===== src/rtl/ps2_host_transmitter_pkg.sv =====
// Shared PS/2 definitions: FSM state encodings, frame geometry, common
// keyboard command bytes and the host-to-device frame payload layout.
package ps2_host_transmitter_pkg;

    // Transmitter FSM encodings
    localparam logic [2:0] ST_IDLE      = 3'd0;
    localparam logic [2:0] ST_INHIBIT   = 3'd1;
    localparam logic [2:0] ST_RTS       = 3'd2;
    localparam logic [2:0] ST_SEND      = 3'd3;
    localparam logic [2:0] ST_ACK       = 3'd4;
    localparam logic [2:0] ST_WAIT_IDLE = 3'd5;

    // Start + 8 data + parity + stop
    localparam int unsigned PS2_FRAME_BITS = 11;
    // Bits shifted out on device clock edges after the start bit
    localparam int unsigned PS2_SHIFT_BITS = 10;

    // Common host commands
    localparam logic [7:0] PS2_CMD_RESET   = 8'hFF;
    localparam logic [7:0] PS2_CMD_SET_LED = 8'hED;
    localparam logic [7:0] PS2_CMD_ENABLE  = 8'hF4;

    // Bits following the start bit, LSB is sent first
    typedef struct packed {
        logic       stop;
        logic       parity;
        logic [7:0] data;
    } ps2_tx_frame_t;

    // Build the shifted part of a frame with odd parity
    function automatic ps2_tx_frame_t ps2_build_frame(input logic [7:0] data);
        ps2_tx_frame_t f;
        f.stop   = 1'b1;
        f.parity = ~^data;
        f.data   = data;
        return f;
    endfunction

endpackage


===== src/rtl/ps2_sync_edge.sv =====
// 2-FF synchronizer for a raw PS/2 line with a falling-edge strobe.
// Ports:
//   clk, rst   system clock, synchronous active-high reset
//   line_i     raw asynchronous line level
//   level_o    synchronized level (registered)
//   fall_c     combinational strobe: synchronized 1->0 transition
module ps2_sync_edge (
    input  logic clk,
    input  logic rst,
    input  logic line_i,
    output logic level_o,
    output logic fall_c
);

    logic meta_q;
    logic sync_q;
    logic prev_q;

    // Reset to the idle (pulled-up) level so release never looks like an edge
    always_ff @(posedge clk) begin
        if (rst) begin
            meta_q <= 1'b1;
            sync_q <= 1'b1;
            prev_q <= 1'b1;
        end else begin
            meta_q <= line_i;
            sync_q <= meta_q;
            prev_q <= sync_q;
        end
    end

    assign level_o = sync_q;
    assign fall_c  = prev_q & ~sync_q;

endmodule


===== src/rtl/ps2_host_transmitter.sv =====
// Host-to-device PS/2 transmitter: inhibits the clock, issues request-to-send,
// shifts a command byte out on device clock falling edges and checks the
// device acknowledge, with a watchdog from clock release to line idle.
// Ports:
//   clk, rst                  system clock, synchronous active-high reset
//   tx_data, tx_strb          command byte and single-cycle send request
//   tx_busy                   transfer in progress
//   tx_done, tx_error         one-cycle completion / failure pulses
//   ps2_clk_in, ps2_data_in   raw open-drain line levels
//   ps2_clk_oe, ps2_data_oe   1 pulls the corresponding line low
module ps2_host_transmitter
    import ps2_host_transmitter_pkg::*;
#(
    parameter int unsigned CLK_FREQ_HZ    = 50_000_000,
    parameter int unsigned INHIBIT_CYCLES = 5000,
    parameter int unsigned RTS_CYCLES     = 100,
    parameter int unsigned TIMEOUT_CYCLES = 750_000
) (
    input  logic       clk,
    input  logic       rst,
    input  logic [7:0] tx_data,
    input  logic       tx_strb,
    output logic       tx_busy,
    output logic       tx_done,
    output logic       tx_error,
    input  logic       ps2_clk_in,
    input  logic       ps2_data_in,
    output logic       ps2_clk_oe,
    output logic       ps2_data_oe
);

    localparam int unsigned DLY_MAX = (INHIBIT_CYCLES > RTS_CYCLES) ? INHIBIT_CYCLES : RTS_CYCLES;
    localparam int unsigned DLY_W   = $clog2(DLY_MAX) + 1;
    localparam int unsigned WDOG_W  = $clog2(TIMEOUT_CYCLES) + 1;
    localparam int unsigned BIT_W   = $clog2(PS2_FRAME_BITS) + 1;

    // The frequency only documents how the cycle counts map to real time
    logic unused_clk_freq;
    assign unused_clk_freq = ^32'(CLK_FREQ_HZ);

    logic                      clk_level;
    logic                      clk_fall;
    logic                      data_level;
    logic                      data_fall_unused;

    logic [2:0]                state_q,   state_d;
    logic [DLY_W-1:0]          dly_q,     dly_d;
    logic [WDOG_W-1:0]         wdog_q,    wdog_d;
    logic [BIT_W-1:0]          bit_cnt_q, bit_cnt_d;
    logic [PS2_SHIFT_BITS-1:0] shift_q,   shift_d;
    logic                      clk_oe_q,  clk_oe_d;
    logic                      data_oe_q, data_oe_d;
    logic                      busy_q,    busy_d;
    logic                      done_q,    done_d;
    logic                      error_q,   error_d;

    logic                      wdog_active;
    logic                      wdog_expired;

    ps2_sync_edge u_sync_clk (
        .clk     (clk),
        .rst     (rst),
        .line_i  (ps2_clk_in),
        .level_o (clk_level),
        .fall_c  (clk_fall)
    );

    ps2_sync_edge u_sync_data (
        .clk     (clk),
        .rst     (rst),
        .line_i  (ps2_data_in),
        .level_o (data_level),
        .fall_c  (data_fall_unused)
    );

    assign wdog_active  = (state_q == ST_SEND) || (state_q == ST_ACK) || (state_q == ST_WAIT_IDLE);
    assign wdog_expired = (wdog_q == WDOG_W'(TIMEOUT_CYCLES - 1));

    // State and output registers
    always_ff @(posedge clk) begin
        if (rst) begin
            state_q   <= ST_IDLE;
            dly_q     <= '0;
            wdog_q    <= '0;
            bit_cnt_q <= '0;
            shift_q   <= '0;
            clk_oe_q  <= 1'b0;
            data_oe_q <= 1'b0;
            busy_q    <= 1'b0;
            done_q    <= 1'b0;
            error_q   <= 1'b0;
        end else begin
            state_q   <= state_d;
            dly_q     <= dly_d;
            wdog_q    <= wdog_d;
            bit_cnt_q <= bit_cnt_d;
            shift_q   <= shift_d;
            clk_oe_q  <= clk_oe_d;
            data_oe_q <= data_oe_d;
            busy_q    <= busy_d;
            done_q    <= done_d;
            error_q   <= error_d;
        end
    end

    // Next-state and next-output logic
    always_comb begin
        state_d   = state_q;
        dly_d     = dly_q;
        wdog_d    = wdog_q;
        bit_cnt_d = bit_cnt_q;
        shift_d   = shift_q;
        clk_oe_d  = clk_oe_q;
        data_oe_d = data_oe_q;
        busy_d    = busy_q;
        done_d    = 1'b0;
        error_d   = 1'b0;

        case (state_q)
            ST_IDLE: begin
                clk_oe_d  = 1'b0;
                data_oe_d = 1'b0;
                busy_d    = 1'b0;
                if (tx_strb) begin
                    shift_d  = ps2_build_frame(tx_data);
                    dly_d    = '0;
                    clk_oe_d = 1'b1;
                    busy_d   = 1'b1;
                    state_d  = ST_INHIBIT;
                end
            end

            ST_INHIBIT: begin
                if (dly_q == DLY_W'(INHIBIT_CYCLES - 1)) begin
                    dly_d     = '0;
                    data_oe_d = 1'b1;
                    state_d   = ST_RTS;
                end else begin
                    dly_d = dly_q + DLY_W'(1);
                end
            end

            // Data held low here is the start bit
            ST_RTS: begin
                if (dly_q == DLY_W'(RTS_CYCLES - 1)) begin
                    dly_d     = '0;
                    clk_oe_d  = 1'b0;
                    bit_cnt_d = '0;
                    wdog_d    = '0;
                    state_d   = ST_SEND;
                end else begin
                    dly_d = dly_q + DLY_W'(1);
                end
            end

            // Each device falling edge presents the next bit; line is open-drain
            ST_SEND: begin
                wdog_d = wdog_q + WDOG_W'(1);
                if (clk_fall) begin
                    bit_cnt_d = bit_cnt_q + BIT_W'(1);
                    data_oe_d = ~shift_q[0];
                    shift_d   = {1'b1, shift_q[PS2_SHIFT_BITS-1:1]};
                    if (bit_cnt_q == BIT_W'(PS2_SHIFT_BITS - 1)) begin
                        state_d = ST_ACK;
                    end
                end
            end

            ST_ACK: begin
                wdog_d = wdog_q + WDOG_W'(1);
                if (clk_fall) begin
                    if (!data_level) begin
                        state_d = ST_WAIT_IDLE;
                    end else begin
                        error_d = 1'b1;
                        busy_d  = 1'b0;
                        state_d = ST_IDLE;
                    end
                end
            end

            ST_WAIT_IDLE: begin
                wdog_d = wdog_q + WDOG_W'(1);
                if (clk_level && data_level) begin
                    done_d  = 1'b1;
                    busy_d  = 1'b0;
                    state_d = ST_IDLE;
                end
            end

            default: begin
                clk_oe_d  = 1'b0;
                data_oe_d = 1'b0;
                busy_d    = 1'b0;
                state_d   = ST_IDLE;
            end
        endcase

        // Watchdog expiry overrides any edge handled above
        if (wdog_active && wdog_expired) begin
            wdog_d    = '0;
            clk_oe_d  = 1'b0;
            data_oe_d = 1'b0;
            busy_d    = 1'b0;
            done_d    = 1'b0;
            error_d   = 1'b1;
            state_d   = ST_IDLE;
        end
    end

    assign ps2_clk_oe  = clk_oe_q;
    assign ps2_data_oe = data_oe_q;
    assign tx_busy     = busy_q;
    assign tx_done     = done_q;
    assign tx_error    = error_q;

endmodule


===== config.mk =====
export PLATFORM = sky130hd
export DESIGN_NAME = ps2_host_transmitter
export DESIGN_NICKNAME = d
export VERILOG_FILES = /design/src/rtl/ps2_host_transmitter_pkg.sv /design/src/rtl/ps2_sync_edge.sv /design/src/rtl/ps2_host_transmitter.sv
export SDC_FILE = /design/constraint.sdc
export NUM_CORES = 1
export LEC_CHECK = 0
export BUFFER_PORTS_ARGS = -buffer_cell sky130_fd_sc_hd__buf_4
export CORE_ASPECT_RATIO = 0.5
export CORE_MARGIN = 2
export CORE_UTILIZATION = 45
export CTS_CLUSTER_SIZE = 28
export DETAILED_ROUTE_END_ITERATION = 10
export PLACE_DENSITY = 0.68
export SLEW_MARGIN = 25
export SYNTH_ARGS = -nofsm -noshare
export SYNTH_HDL_FRONTEND = slang
export SYNTH_HIERARCHICAL = 1
export SYNTH_SLANG_ARGS = --single-unit

===== constraint.sdc =====
create_clock -name clk -period 2.8 [get_ports clk]
set_clock_uncertainty 0.05 [all_clocks]
set_input_delay 0.14 -clock clk [delete_from_list [all_inputs] [get_ports clk]]
set_output_delay 0.14 -clock clk [all_outputs]
set_load 0.01 [all_outputs]

After elaboration in Yosys (flattened, before gate mapping)
Cells that the tools add are included.
W data, S select, Z words.
{"block": "word_totals", "latch_bits": 0, "memories": 0, "ff_bits": 63, "input_bits": 13, "elab_cells": 102, "mem_bits_ro": 0, "ram_bits": 0}
{"block": "op_classes", "n_shift": 0, "add_sub_neg": 3, "n_lt_le_gt_ge": 0, "n_div": 0, "reduce_logical": 24, "n_eq_ne": 17, "n_mux": 36, "bitwise": 7, "multipliers": 0}
{"op": "$mux W14", "count": 3}
{"op": "$pmux W14 S3", "count": 1}
{"op": "$pmux W21 S2", "count": 1}
{"op": "$mux W3", "count": 8}
{"op": "$add A21 B1 Y21 const B", "count": 1}
{"op": "$eq A21 B20 Y1 const B", "count": 1}
{"op": "$mux W21", "count": 1}
{"op": "$mux W10", "count": 2}
{"op": "$pmux W10 S2", "count": 1}
{"op": "$pmux W3 S6", "count": 1}
{"op": "$add A14 B1 Y14 const B", "count": 1}
{"op": "$eq A14 B13 Y1 const B", "count": 1}
{"op": "$eq A14 B7 Y1 const B", "count": 1}
{"op": "$mux W1", "count": 12}
{"op": "$reduce_or A3 Y1", "count": 4}
{"op": "$mux W5", "count": 2}
{"op": "$ne A2 B2 Y1 const B", "count": 5}
{"op": "$pmux W5 S2", "count": 1}
{"op": "$reduce_and A3 Y1", "count": 3}
{"op": "$reduce_xnor A8 Y1", "count": 1}
{"op": "$reduce_and A7 Y1", "count": 1}
{"op": "$eq A3 B2 Y1 const B", "count": 2}
{"op": "$eq A3 B3 Y1 const B", "count": 2}
{"op": "$ne A2 B1 Y1 const B", "count": 3}
{"op": "other kinds (16)", "count": 28}

Logic depth before layout (Yosys ltp)
{"block": "depth", "depth_word": 5, "mapped_depth": 7, "mapped_depth_nobuf": 7}

By module
Netlist, hierarchy kept.
{"mod": "ps2_host_transmitter", "area_each_um2": 3103.0, "instances": 1, "cells_each": 382, "seq_area_each_um2": 1161.1}
{"mod": "ps2_sync_edge", "area_each_um2": 85.1, "instances": 2, "cells_each": 7, "seq_area_each_um2": 60.1}

Least setup slack after synthesis
No wires, ideal clock.
{"block": "synth_path", "kind": "register to register", "from": "register dly_q[0]", "to": "register wdog_q[16]", "period_less_slack_ns": 1.982, "arrival_ns": 1.808, "path_buffers": 0, "path_slack_ns": 0.818, "path_stages_with_launch": 7, "path_cell_list": "dfxtp_1 ha_1 nor4bb_1 nand4_1 a2111oi_1 xnor2_1 nor2_1"}
{"block": "synth_between", "elab_chain_cells": 3}
{"item": "start, declared", "line": "ps2_host_transmitter.sv:47", "rtl": "logic [DLY_W-1:0] dly_q, dly_d;"}
{"item": "start signal, assigned", "line": "ps2_host_transmitter.sv:94", "rtl": "dly_q <= dly_d;"}
{"item": "$eq A14 B7 Y1", "line": "ps2_host_transmitter.sv:145", "rtl": "if (dly_q == DLY_W'(RTS_CYCLES - 1)) begin"}
{"item": "$ne A2 B2 Y1 (no line)"}
{"item": "$reduce_and A2 Y1 (no line)"}
{"item": "end signal, assigned", "line": "ps2_host_transmitter.sv:95", "rtl": "wdog_q <= wdog_d;"}
{"item": "end, declared", "line": "ps2_host_transmitter.sv:48", "rtl": "logic [WDOG_W-1:0] wdog_q, wdog_d;"}
No other way between the ends.
A chain may end at the register's enable or synchronous reset.

Worst setup path after layout
Ends and elaborated chain as after synthesis.

==> results.md <==
Routing:
- Summed over all nets, wire length on met2 after detailed routing comes to approximately 3700 um.
- The routed length on met3 is 435 um.
- The number of vias after detailed routing is 3056.
- The first detailed-routing pass took 5 iterations.
- The first routing iteration left 250 violations.
- The remaining design rule violation count is 0.
- In the final routed layout, each cell accounts on average for 15.6 um.
- The detailed router put a total of 3710 um of wire on met1.
- The per-cell via count in the routed design is roughly 6.
- The total wire length is approximately 8000 um.
- The number of routed nets with antenna violations is 0.
- The top metal layer carrying routed signals is met4.

Clocking:
- The maximum root-to-sink buffer count is 2.
- The clock tree from TritonCTS is done.
- The number of clock buffers added by TritonCTS is 9.
- After clock tree synthesis, the setup repair step added 0 buffers.
- Counting every sink on the clock net gives 63.
- The number of levels in the clock H-tree is 3.
- The later pin in the worst-skew pair is clocked with a latency of about 0.33 ns.
- Clock tree synthesis selected as its root buffer the cell sky130_fd_sc_hd__clkbuf_16.
- Clock-pin slew was measured on the worst setup and hold paths at 0.05 ns.

Worst setup path:
- The worst setup path is launched from a register.
- The delay of the slowest critical-path stage is between 0.5 and 0.6 ns.
- Together, buffers and inverters on the worst path number 0.
- The slowest stage of the critical path belongs to the cell sky130_fd_sc_hd__a2111oi_1.
- The sort of element at the end of the critical path is a register.
- Grouping stages by cell kind, the critical path spends the most delay in simple AND/OR/NAND/NOR gates.
- The critical path start-end classification is reg -> reg.
- STA puts the critical path data required time at 2.95 ns.
- At the worst endpoint, the arrival time is between 2 and 3 ns.
- Traced cell by cell, the critical path runs through ha_1, nor4bb_1, nand4_1, a2111oi_1, xnor2_1, nor2_1.
- Along the worst path, the maximum fanout reaches 8.

Min path:
- The tightest min-delay check is of the in -> reg type.

Job:
- The number of max-cap violations is 0.

STA:
- The total negative setup slack is 0 ns.
- The total count of max-transition violations in the final report is 0.
- The portion of the clock cycle consumed by the worst path in the final layout is approximately 86%.
- The slew of the pin with the lowest slew margin is about 0.67 ns.
- Counting I/O delays and the setup requirement, the final critical path takes 2.42 ns.
- The maximum frequency from static timing analysis is around 410 MHz.
- Setup violations remaining at the end of the flow were counted as 0.
- Measured against its own limit, the worst slew margin works out to between 50% and 60%.
- The number of endpoints with negative hold slack in the final report was 0.
- Setup repair after global routing left no endpoint under its margin.
- The tightest hold path in the finished design has a slack of about 0.049 ns.
- The worst path meets setup with about 0.38 ns of slack.

Pwr:
- The largest vdd supply drop is roughly 0.36 mV.
- For this design the ratio of total power to cell area is ~830 mW/mm2.
- For this design the static power due to leakage is approximately 1.3 nW.

Layout:
- The number of antenna repair diodes is 0.
- In the layout the commonest cells are sky130_fd_sc_hd__dfxtp_1 (63), sky130_fd_sc_hd__nand2_1 (50), sky130_fd_sc_hd__nor2_1 (39).
- The layout cell share with drive strength beyond 1 is 12.7%.
- Leaving out fill and tap cells, the most frequent cell in the layout is sky130_fd_sc_hd__dfxtp_1.
- The count of filler cells inserted in the layout is 640.
- Relative to the synthesized area, the layout overhead comes to 17.5%.
- The net count of the finished layout is 430.

Yosys:
- The count of mapped cells out of synthesis is 393.
- After synthesis the cells add up to 0.00324 mm2.
- When the netlist entered floorplanning its net count stood at 410.
- In this run the mean area of a mapped cell was between 8 and 9 um2.
- The total of warnings raised by yosys is 6.

GRT:
- The leftover overflow at the end of global routing is 0.
- The wire length of the first global-routing pass is around 13000 um.
- The total track usage is 21.3%.
- The number of global-route vias before repair is between 2000 and 3000.
- Entering global routing, the biggest net connects 26 pins.
- The number of antenna violations at the first check in global routing is 0.

Die:
- The region available for standard cell placement spans ~0.0068 mm2.
- The full die area is between 0.007 and 0.008 mm2.
- The floorplan step set the die width to between 100 and 150 um.
- Measured along the y axis, the die boundary spans roughly 64 um.
- For this design the top-level I/O count stands at 18.
- Once the floorplan was initialized, standard cells occupied a little under half of the core.
- The floorplan has 21 rows.

Place:
- The congestion estimate from routability-driven global placement came to 0.932.
- The estimated wirelength of the detail-placed design is between 5000 and 6000 um.
- The quantity of I/O buffers inserted on ports is 17.
- Timing analysis after detailed placement gives a worst setup slack of between 0.4 and 0.5 ns.

Run status:
- The run finished with clean final reports.
==> layer usage <==
layer / vias up / global-route usage (%)
met3: 7 / 6.43
li1: 1478 / -
met1: 1461 / 27.6
met4: 0 / 5.62
met2: 110 / 34.8
met5: - / 0
==> path summary, 6_finish.rpt <==
kind,from,endpoint,slack (ns),depth (start not counted)
worst max-delay path,dly_q[0],wdog_q[16],0.38,6
worst min-delay path,tx_data[7],shift_q[7],0.05,3
worst max register to register,dly_q[0],wdog_q[16],0.38,6
worst min register to register,u_sync_data/meta_q,u_sync_data/level_o,0.36,1
==> tightest hold or removal path: stages <==
cell and delay, ns:
sky130_fd_sc_hd__buf_4 0.12, sky130_fd_sc_hd__nand2_1 0.05, sky130_fd_sc_hd__a311oi_1 0.07
==> where the power goes <==
group	switching, mW	internal (mW)	total [mW]
Combinational	0.485	0.293	0.778
Sequential	0.119	1.02	1.14
Clock	0.388	0.845	1.23
Total	0.991	2.16	3.15
==> per-stage QoR <==
| step | power, mW | area [um2] | instances | utilization, % |
|---|---|---|---|---|
| after floorplan | 1.71 | 3240 | 393 | - |
| after global placement | 1.87 | 3460 | 492 | 50.6 |
| after detailed placement | 1.90 | 3460 | 492 | 50.6 |
| after CTS | 3.15 | 3810 | 509 | 55.8 |
| after global routing | 3.31 | 3810 | 509 | 55.8 |
| final | 3.15 | 3810 | 509 | 55.8 |
==> layout make-up <==
class | count | area [um2] | area share [%]
clock buffer | 12 | 267 | 7.00
tap | 92 | 115 | 3.02
inverter | 10 | 37.5 | 0.986
sequential | 63 | 1260 | 33.1
clock inverter | 3 | 65.1 | 1.71
timing repair buffer | 26 | 200 | 5.26
multi-input combinational | 303 | 1860 | 48.9
==> registers in the layout (all words and copies together) (netlist names) <==
signal               cells
u_sync_clk/prev_q        1
shift_q                 10
tx_done                  1
bit_cnt_q                5
dly_q                   14
u_sync_data/meta_q       1
state_q                  3
u_sync_data/level_o      1
ps2_data_oe              1
u_sync_clk/meta_q        1
wdog_q                  21
ps2_clk_oe               1
u_sync_clk/level_o       1
tx_error                 1
tx_busy                  1
==> repair_timing <==
action / CTS / global route
hold buffers: 2 / 0
endpoints found under the hold margin: 2 / 0
resized for setup: 0 / 0
Note: power is estimated with default switching activity, not from simulation.
